==> src/rtl/branch_resolver_if.sv <==
// Execute-stage <-> branch resolver bundle: instruction in, redirect/flush/link results out.
// master = execute stage side, slave = resolver side.
interface branch_resolver_if;
  logic        ex_valid;
  logic [5:0]  alu_code;
  logic [31:0] pc;
  logic [31:0] rs1;
  logic [31:0] rs2;
  logic [31:0] npc_op1;
  logic [31:0] npc_op2;
  logic        ex_ready;
  logic        redirect_valid;
  logic [31:0] redirect_pc;
  logic        flush;
  logic [31:0] link_addr;
  logic        misalign_exc;

  modport master (
    output ex_valid, alu_code, pc, rs1, rs2, npc_op1, npc_op2,
    input  ex_ready, redirect_valid, redirect_pc, flush, link_addr, misalign_exc
  );

  modport slave (
    input  ex_valid, alu_code, pc, rs1, rs2, npc_op1, npc_op2,
    output ex_ready, redirect_valid, redirect_pc, flush, link_addr, misalign_exc
  );
endinterface

==> src/rtl/branch_resolver.sv <==
// Resolves branches/jumps in execute, redirects fetch and squashes wrong-path work.
// Optional `BRANCH_STATS_EN adds br_count/taken_count statistics outputs.
`ifndef ALU_ADD
`define ALU_ADD  6'd0
`define ALU_SUB  6'd1
`define ALU_JAL  6'd16
`define ALU_JALR 6'd17
`define ALU_BEQ  6'd18
`define ALU_BNE  6'd19
`define ALU_BLT  6'd20
`define ALU_BGE  6'd21
`define ALU_BLTU 6'd22
`define ALU_BGEU 6'd23
`endif

module branch_resolver #(
  parameter int unsigned FLUSH_CYCLES = 2
) (
  input  logic               clk,
  input  logic               rst,
  branch_resolver_if.slave   br
`ifdef BRANCH_STATS_EN
  ,
  output logic [31:0]        br_count,
  output logic [31:0]        taken_count
`endif
);

  typedef enum logic {IDLE, FLUSH} state_t;

  state_t      state_q, state_d;
  logic [2:0]  cnt_q, cnt_d;
  logic        redirect_valid_q, redirect_valid_d;
  logic [31:0] redirect_pc_q, redirect_pc_d;
  logic        flush_q, flush_d;
  logic [31:0] link_addr_q, link_addr_d;
  logic        misalign_q, misalign_d;

  logic        accept;
  logic        is_jump;
  logic        is_ctrl;
  logic        taken;
  logic [31:0] target_sum;
  logic [31:0] target;

  always_comb begin
    is_jump = 1'b0;
    is_ctrl = 1'b1;
    taken   = 1'b0;
    case (br.alu_code)
      `ALU_JAL, `ALU_JALR: begin is_jump = 1'b1; taken = 1'b1; end
      `ALU_BEQ:  taken = (br.rs1 == br.rs2);
      `ALU_BNE:  taken = (br.rs1 != br.rs2);
      `ALU_BLT:  taken = ($signed(br.rs1) <  $signed(br.rs2));
      `ALU_BGE:  taken = ($signed(br.rs1) >= $signed(br.rs2));
      `ALU_BLTU: taken = (br.rs1 <  br.rs2);
      `ALU_BGEU: taken = (br.rs1 >= br.rs2);
      default:   is_ctrl = 1'b0;
    endcase

    target_sum = br.npc_op1 + br.npc_op2;
    target     = (br.alu_code == `ALU_JALR) ? {target_sum[31:1], 1'b0} : target_sum;

    // Anything presented while flushing is wrong-path and must leave no trace.
    accept = br.ex_valid && (state_q == IDLE);

    state_d          = state_q;
    cnt_d            = cnt_q;
    flush_d          = 1'b0;
    redirect_valid_d = 1'b0;
    redirect_pc_d    = redirect_pc_q;
    misalign_d       = 1'b0;
    link_addr_d      = link_addr_q;

    if (accept && is_jump) begin
      link_addr_d = br.pc + 32'd4;
    end

    if (state_q == IDLE) begin
      if (accept && taken) begin
        if (target[1]) begin
          misalign_d = 1'b1;
        end else begin
          redirect_valid_d = 1'b1;
          redirect_pc_d    = target;
          flush_d          = 1'b1;
          state_d          = FLUSH;
          cnt_d            = 3'(FLUSH_CYCLES - 1);
        end
      end
    end else begin
      // cnt_q counts remaining flush cycles after the current one.
      if (cnt_q == 3'd0) begin
        state_d = IDLE;
      end else begin
        cnt_d   = cnt_q - 3'd1;
        flush_d = 1'b1;
      end
    end
  end

  always_ff @(posedge clk or posedge rst) begin
    if (rst) begin
      state_q          <= IDLE;
      cnt_q            <= 3'd0;
      redirect_valid_q <= 1'b0;
      redirect_pc_q    <= 32'd0;
      flush_q          <= 1'b0;
      link_addr_q      <= 32'd0;
      misalign_q       <= 1'b0;
    end else begin
      state_q          <= state_d;
      cnt_q            <= cnt_d;
      redirect_valid_q <= redirect_valid_d;
      redirect_pc_q    <= redirect_pc_d;
      flush_q          <= flush_d;
      link_addr_q      <= link_addr_d;
      misalign_q       <= misalign_d;
    end
  end

  assign br.ex_ready       = (state_q == IDLE);
  assign br.redirect_valid = redirect_valid_q;
  assign br.redirect_pc    = redirect_pc_q;
  assign br.flush          = flush_q;
  assign br.link_addr      = link_addr_q;
  assign br.misalign_exc   = misalign_q;

`ifdef BRANCH_STATS_EN
  logic [31:0] br_count_q, br_count_d;
  logic [31:0] taken_count_q, taken_count_d;

  always_comb begin
    br_count_d    = br_count_q;
    taken_count_d = taken_count_q;
    if (accept && is_ctrl) begin
      br_count_d = br_count_q + 32'd1;
      if (taken) begin
        taken_count_d = taken_count_q + 32'd1;
      end
    end
  end

  always_ff @(posedge clk or posedge rst) begin
    if (rst) begin
      br_count_q    <= 32'd0;
      taken_count_q <= 32'd0;
    end else begin
      br_count_q    <= br_count_d;
      taken_count_q <= taken_count_d;
    end
  end

  assign br_count    = br_count_q;
  assign taken_count = taken_count_q;
`endif

endmodule

==> src/flat_wrapper.sv <==
// flat-port wrapper written by rule: the top's interface ports become plain ports
module branch_resolver_flat 
#(
  parameter int unsigned FLUSH_CYCLES = 2
)
  (clk, rst, br_ex_valid, br_alu_code, br_pc, br_rs1, br_rs2, br_npc_op1, br_npc_op2, br_ex_ready, br_redirect_valid, br_redirect_pc, br_flush, br_link_addr, br_misalign_exc);
  branch_resolver_if br_i ();
  input  logic clk;
  input  logic rst;
  input wire logic [$bits(br_i.ex_valid)-1:0] br_ex_valid;
  input wire logic [$bits(br_i.alu_code)-1:0] br_alu_code;
  input wire logic [$bits(br_i.pc)-1:0] br_pc;
  input wire logic [$bits(br_i.rs1)-1:0] br_rs1;
  input wire logic [$bits(br_i.rs2)-1:0] br_rs2;
  input wire logic [$bits(br_i.npc_op1)-1:0] br_npc_op1;
  input wire logic [$bits(br_i.npc_op2)-1:0] br_npc_op2;
  output wire logic [$bits(br_i.ex_ready)-1:0] br_ex_ready;
  output wire logic [$bits(br_i.redirect_valid)-1:0] br_redirect_valid;
  output wire logic [$bits(br_i.redirect_pc)-1:0] br_redirect_pc;
  output wire logic [$bits(br_i.flush)-1:0] br_flush;
  output wire logic [$bits(br_i.link_addr)-1:0] br_link_addr;
  output wire logic [$bits(br_i.misalign_exc)-1:0] br_misalign_exc;
  assign br_i.ex_valid = br_ex_valid;
  assign br_i.alu_code = br_alu_code;
  assign br_i.pc = br_pc;
  assign br_i.rs1 = br_rs1;
  assign br_i.rs2 = br_rs2;
  assign br_i.npc_op1 = br_npc_op1;
  assign br_i.npc_op2 = br_npc_op2;
  assign br_ex_ready = br_i.ex_ready;
  assign br_redirect_valid = br_i.redirect_valid;
  assign br_redirect_pc = br_i.redirect_pc;
  assign br_flush = br_i.flush;
  assign br_link_addr = br_i.link_addr;
  assign br_misalign_exc = br_i.misalign_exc;
  branch_resolver #(.FLUSH_CYCLES(FLUSH_CYCLES)) u_core (.clk(clk), .rst(rst), .br(br_i));
endmodule
==> config.mk <==
export PLATFORM = sky130hd
export DESIGN_NAME = branch_resolver_flat
export DESIGN_NICKNAME = d
export VERILOG_FILES = /design/src/rtl/branch_resolver_if.sv /design/src/rtl/branch_resolver.sv /design/src/flat_wrapper.sv
export SDC_FILE = /design/constraint.sdc
export NUM_CORES = 1
export LEC_CHECK = 0
export ABC_AREA = 1
export BUFFER_PORTS_ARGS = -buffer_cell sky130_fd_sc_hd__buf_2
export CAP_MARGIN = 20
export CORE_MARGIN = 2
export CORE_UTILIZATION = 54
export DETAILED_ROUTE_END_ITERATION = 10
export MAX_ROUTING_LAYER = met4
export PLACE_DENSITY = 0.86
export SETUP_SLACK_MARGIN = 0.4
export SLEW_MARGIN = 25
export SYNTH_ARGS = -nofsm -noshare
export SYNTH_HDL_FRONTEND = slang
export SYNTH_SLANG_ARGS = --single-unit
==> constraint.sdc <==
create_clock -name clk -period 4.5 [get_ports clk]
set_clock_uncertainty 0.05 [all_clocks]
set_input_delay 0.9 -clock clk [delete_from_list [all_inputs] [get_ports clk]]
set_output_delay 0.9 -clock clk [all_outputs]
set_load 0.02 [all_outputs]
Word level (Yosys, flattened, before mapping)
Index checks and enable logic that the tools add are counted.

Input bits: 169. Logic and storage cells: 50. Output and inout bits: 68. Bits in registers: 69.

Bitwise gates (word level): 2. Equal/unequal tests: 12. Mux-type cells: 15. $add $sub $neg: 3. Magnitude comparators: 4. Reductions and logical operators: 8.

Operators with widths (number): greater-or-equal comparator 32 bit (2); < comparator 32 bit (2); == test 6 x 5 -> 1 bit (second input constant) (8); adder 32 x 3 -> 32 bit (second input constant) (1); adder 32 bit (1); == test 32 bit (1); inequality test 32 bit (1); 2-to-1 mux 3 bit (4); 2-to-1 mux 1 bit (10); one-hot mux 1 bit (7 select lines) (1); AND reduction 3 bit (2); logical AND 1 bit (3); logical NOT 3 bit (1); subtractor 3 x 1 -> 3 bit (second input constant) (1); inequality test 2 x 1 -> 1 bit (second input constant) (1); inequality test 2 bit (second input constant) (1); NOT 1 bit (2); nonzero test 2 bit (1); OR reduction 2 bit (1).

Depth between registers and ports, before layout
Word-level depth: 6. Mapped depth: 20. Mapped depth without buffers: 19.

Least setup slack after synthesis
Ideal clock, no wire load.

Path kind: input port to flip-flop. Start point: input br_npc_op2[0]. End point: register u_core.redirect_pc_q[20] (netlist: u_core.br.redirect_pc[20]). Required time: 4.328 ns. Buffers on the path: 0. Stages: 11. Arrival time: 2.455 ns. Path slack: 1.873 ns. Setup time: 0.122 ns. Cells stage by stage: ha_1 fa_1 nand2_1 o21ai_1 a21oi_1 inv_1 nand2_1 nand2_1 a21oi_1 xor2_1 o21ai_1.

Cells in the longest elaborated chain, start to end: 3.

RTL lines: start: declaration (line flat_wrapper.sv:16) `input wire logic [$bits(br_i.npc_op2)-1:0] br_npc_op2;`; adder 32 bit * (line branch_resolver.sv:61) `target_sum = br.npc_op1 + br.npc_op2;`; NOT 1 bit (no source line); AND reduction 3 bit (no source line); end signal: assignment (line branch_resolver.sv:115) `redirect_pc_q <= redirect_pc_d;`; end: declaration (line branch_resolver.sv:34) `logic [31:0] redirect_pc_q, redirect_pc_d;`.

Every way passes the cells marked *; elsewhere a longest branch is shown, timed or not. A chain may end at the register's enable or synchronous reset.

Worst setup path after layout
Start point: input br_rs2[13]. End point: register u_core.redirect_pc_q[0] (netlist: u_core.br.redirect_pc[0]).

Cells in the longest elaborated chain, start to end: 4. Elaborated cells between the ends (all ways): 9. Classes of those cells: 4 x order compare; 2 x eq/ne; 1 x mux; 2 x reduce/logical.

RTL lines: start: declaration (line flat_wrapper.sv:14) `input wire logic [$bits(br_i.rs2)-1:0] br_rs2;`; greater-or-equal comparator 32 bit (tied with other cells) (line branch_resolver.sv:57) `` `ALU_BGEU: taken = (br.rs1 >= br.rs2); ``; one-hot mux 1 bit (7 select lines) * (line branch_resolver.sv:50) `case (br.alu_code)`; logical AND 1 bit * (line branch_resolver.sv:80) `if (accept && taken) begin`; AND reduction 3 bit (no source line) *.

Marked as above.

==> impl_metrics.py <==
metrics = {
    "setup_path": {
        "critical_path.max_fanout": 60,
        "cpPeakStageDelay_ns": 0.49,
        "arrival_ns": 3.01,
        "worstPathCellList": "buf_2, inv_1, ha_1, nand2_1, nor2_1, nand2_1, nor2_1, nand3_1, o21bai_1, nor2_1, nand3_2, nand3_4, nand2_1, o21ai_0",
        "crit_buf_inv": 2,
        "worst_setup_path_start_kind": "primary input",
        "r2r_cells": 4,
        "cp.depth": 14,
        "required_ns": 4.65,
        "critPathKind": "in -> reg",
        "end_kind": "register",
        "crit_slowest_cell": "nand3_4",
        "cp_top_family": "simple AND/OR/NAND/NOR gates",
    },
    "sta": {
        "max_freq_mhz": 349,
        "slew_headroom_pct": 54.4,
        "report.final.slew_viol_count": 0,
        "tightest_slew_ns": 0.683,
        "rsz0062_at_grt": "no",
        "holdWs_ns": 0.432,
        "fin_crit_ns": 2.86,
        "period_share_pct": 63.7,
        "fin_setup_tns_ns": 0,
        "setup_ws_ns": 1.64,
        "hold_viol": 0,
        "setup_viol": 0,
    },
    "global_route": {
        "grt_pass1_vias": 6036,
        "grt_antenna_before_repair": 0,
        "grt_first_pass_wirelength_mm": 26.7,
        "grt_use_total_pct": 28.8,
        "gr-total-overflow": 0,
        "grt_max_degree": 61,
    },
    "placement": {
        "dp_hpwl_mm": 14.1,
        "placed_cells": 1217,
        "gp_congestion": 0.975,
        "place_ws_ns": 1.29,
        "portBuffers": 235,
    },
    "clock_network": {
        "cts_tree": "yes",
        "h-tree-depth": 3,
        "cts_buffer_depth": 2,
        "clock_latency_ns": 0.34,
        "hold_buffers": 0,
        "numCtsBuffers": 9,
        "post_cts_buffers": 0,
        "cts.sinks": 69,
        "path_clk_slew_ns": 0.09,
        "root_buffer": "clkbuf_8",
        "cts_resized": 0,
    },
    "yosys": {
        "async_reset_ff_share_pct": 100,
        "synthFlopType": "dfrtp_1",
        "synth_cell_types": 44,
        "synth_edf_count": 0,
        "yosysWarnings": 0,
        "syn_area_sq_um": 6050,
        "syn_nets": 1089,
        "synth_area_leader_cell": "dfrtp_1",
        "ys_seq_area_share_pct": 28.5,
        "syn_area_per_cell_sq_um": 7.10,
        "synth.area.top_cells": "dfrtp_1 29%, nand2_1 15%, ha_1 14%",
        "synthesis.instances": 853,
        "ys_ff_latch": 69,
        "synth_top_area_share_pct": 28.5,
    },
    "pwr": {
        "leakagePower_uw": 0.00423,
        "power_density_nw_per_um2": 292,
        "vdd_drop_max_mv": 0.170,
    },
    "die": {
        "die_h_um": 110,
        "fp.dieArea_sq_um": 12100,
        "rows": 38,
        "die_w_um": 110,
        "io_pins": 237,
        "core_sq_um": 10900,
        "start_util_pct": 55.6,
    },
    "finish": {
        "layout.nets": 1324,
        "layout_commonest_cell": "nand2_1",
        "area_growth_pct": 25.1,
        "drive_above_1_share_pct": 25.3,
        "final.fill_count": 982,
        "final_cell_mix": "242 x nand2_1, 235 x buf_2, 95 x inv_1",
        "antenna_cells": 0,
        "fin_cells": 1233,
    },
    "drt": {
        "wl_mm": 16.7,
        "viasPerCell": 5.19,
        "drt_iter0_markers": 386,
        "ant_nets": 0,
        "drc_errors": 0,
        "wire_per_inst_um": 13.6,
        "num_vias": 6400,
        "drt_pre_antenna_iters": 5,
    },
    "worst_hold_path": {
        "hold_path_depth": 2,
        "hp-class": "reg -> reg",
    },
    "run_status": {
        "status": "completed",
    },
    "job": {
        "cap_violations": 0,
    },
}
## metrics by stage
stage               instance area, sq um  utilization, %  power [uW]
CTS                                 7570            69.5        2220
detailed placement                  7340            67.4        1640
floorplan                           6050               -        1320
finish                              7570            69.5        2210
global placement                    7340            67.4        1620
global route                        7570            69.5        2350
## synth_stat cells, types with 4 or more instances
library cell and n:
a21oi_1 67, buf_4 5, clkbuf_1 4, dfrtp_1 69, ha_1 66, inv_1 96
nand2_1 242, nand3_1 21, nand4_1 19, nor2_1 71, nor3_1 13, nor4_1 10
o211ai_1 4, o21ai_0 45, o21ai_1 21, o21bai_1 4, or2_2 5, xnor2_1 27
xor2_1 24
## logic make-up after synthesis
family          share of synthesized area (%)
fa+ha+maj                                14.0
buf+inv                                  7.36
other cells                            0.0620
xor+xnor                                 7.38
simple gates                             28.8
flops                                    28.5
compound gates                           13.9
## worst reg2reg max path, delay by kind of cell (launching register included)
family	cells	cell delay (ns)
AND/OR/NAND/NOR	3	1.44
AO/OA/AOI/OAI	1	0.12
flip-flops	1	0.44
## final timing paths
check	endpoint	slack [ns]	startpoint
max reg2reg	u_core.br.redirect_pc[0]	2.32	u_core.state_q
min reg2reg	u_core.br.link_addr[3]	0.43	u_core.br.link_addr[3]
min	u_core.br.link_addr[3]	0.43	u_core.br.link_addr[3]
max in group asynchronous	u_core.br.redirect_pc[17]	2.88	rst
min in group asynchronous	u_core.br.link_addr[0]	0.56	rst
max	u_core.br.redirect_pc[0]	1.64	br_rs2[13]
## final cells by class
type                       instances  area (sq um)  share of cell area [%]
multi-input combinational        674          3880                    51.3
clock buffer                       9           124                    1.64
timing repair buffer             237          1190                    15.7
tap                              140           175                    2.31
clock inverter                     7           105                    1.39
sequential                        69          1730                    22.8
inverter                          97           367                    4.84
## state kept, by name, summed over array words and instances (netlist names)
signal                    flops
u_core.br.link_addr          32
u_core.br.misalign_exc        1
u_core.br.redirect_pc        31
u_core.br.redirect_valid      1
u_core.cnt_q                  3
u_core.state_q                1
## routing by layer
metal	vias up	wire length [um]	GRT usage, %
li1	3301	-	-
met3	32	1110	3.79
met2	223	8190	50.1
met4	0	408	8.59
met1	2844	7000	34.7
met5	-	0	-
## power breakdown
part           internal (uW)  switching [uW]  leakage [uW]
clock network            321             260      0.000112
registers                728            60.7      0.000917
logic                    316             522       0.00320
(Power assumes the default switching activity.)
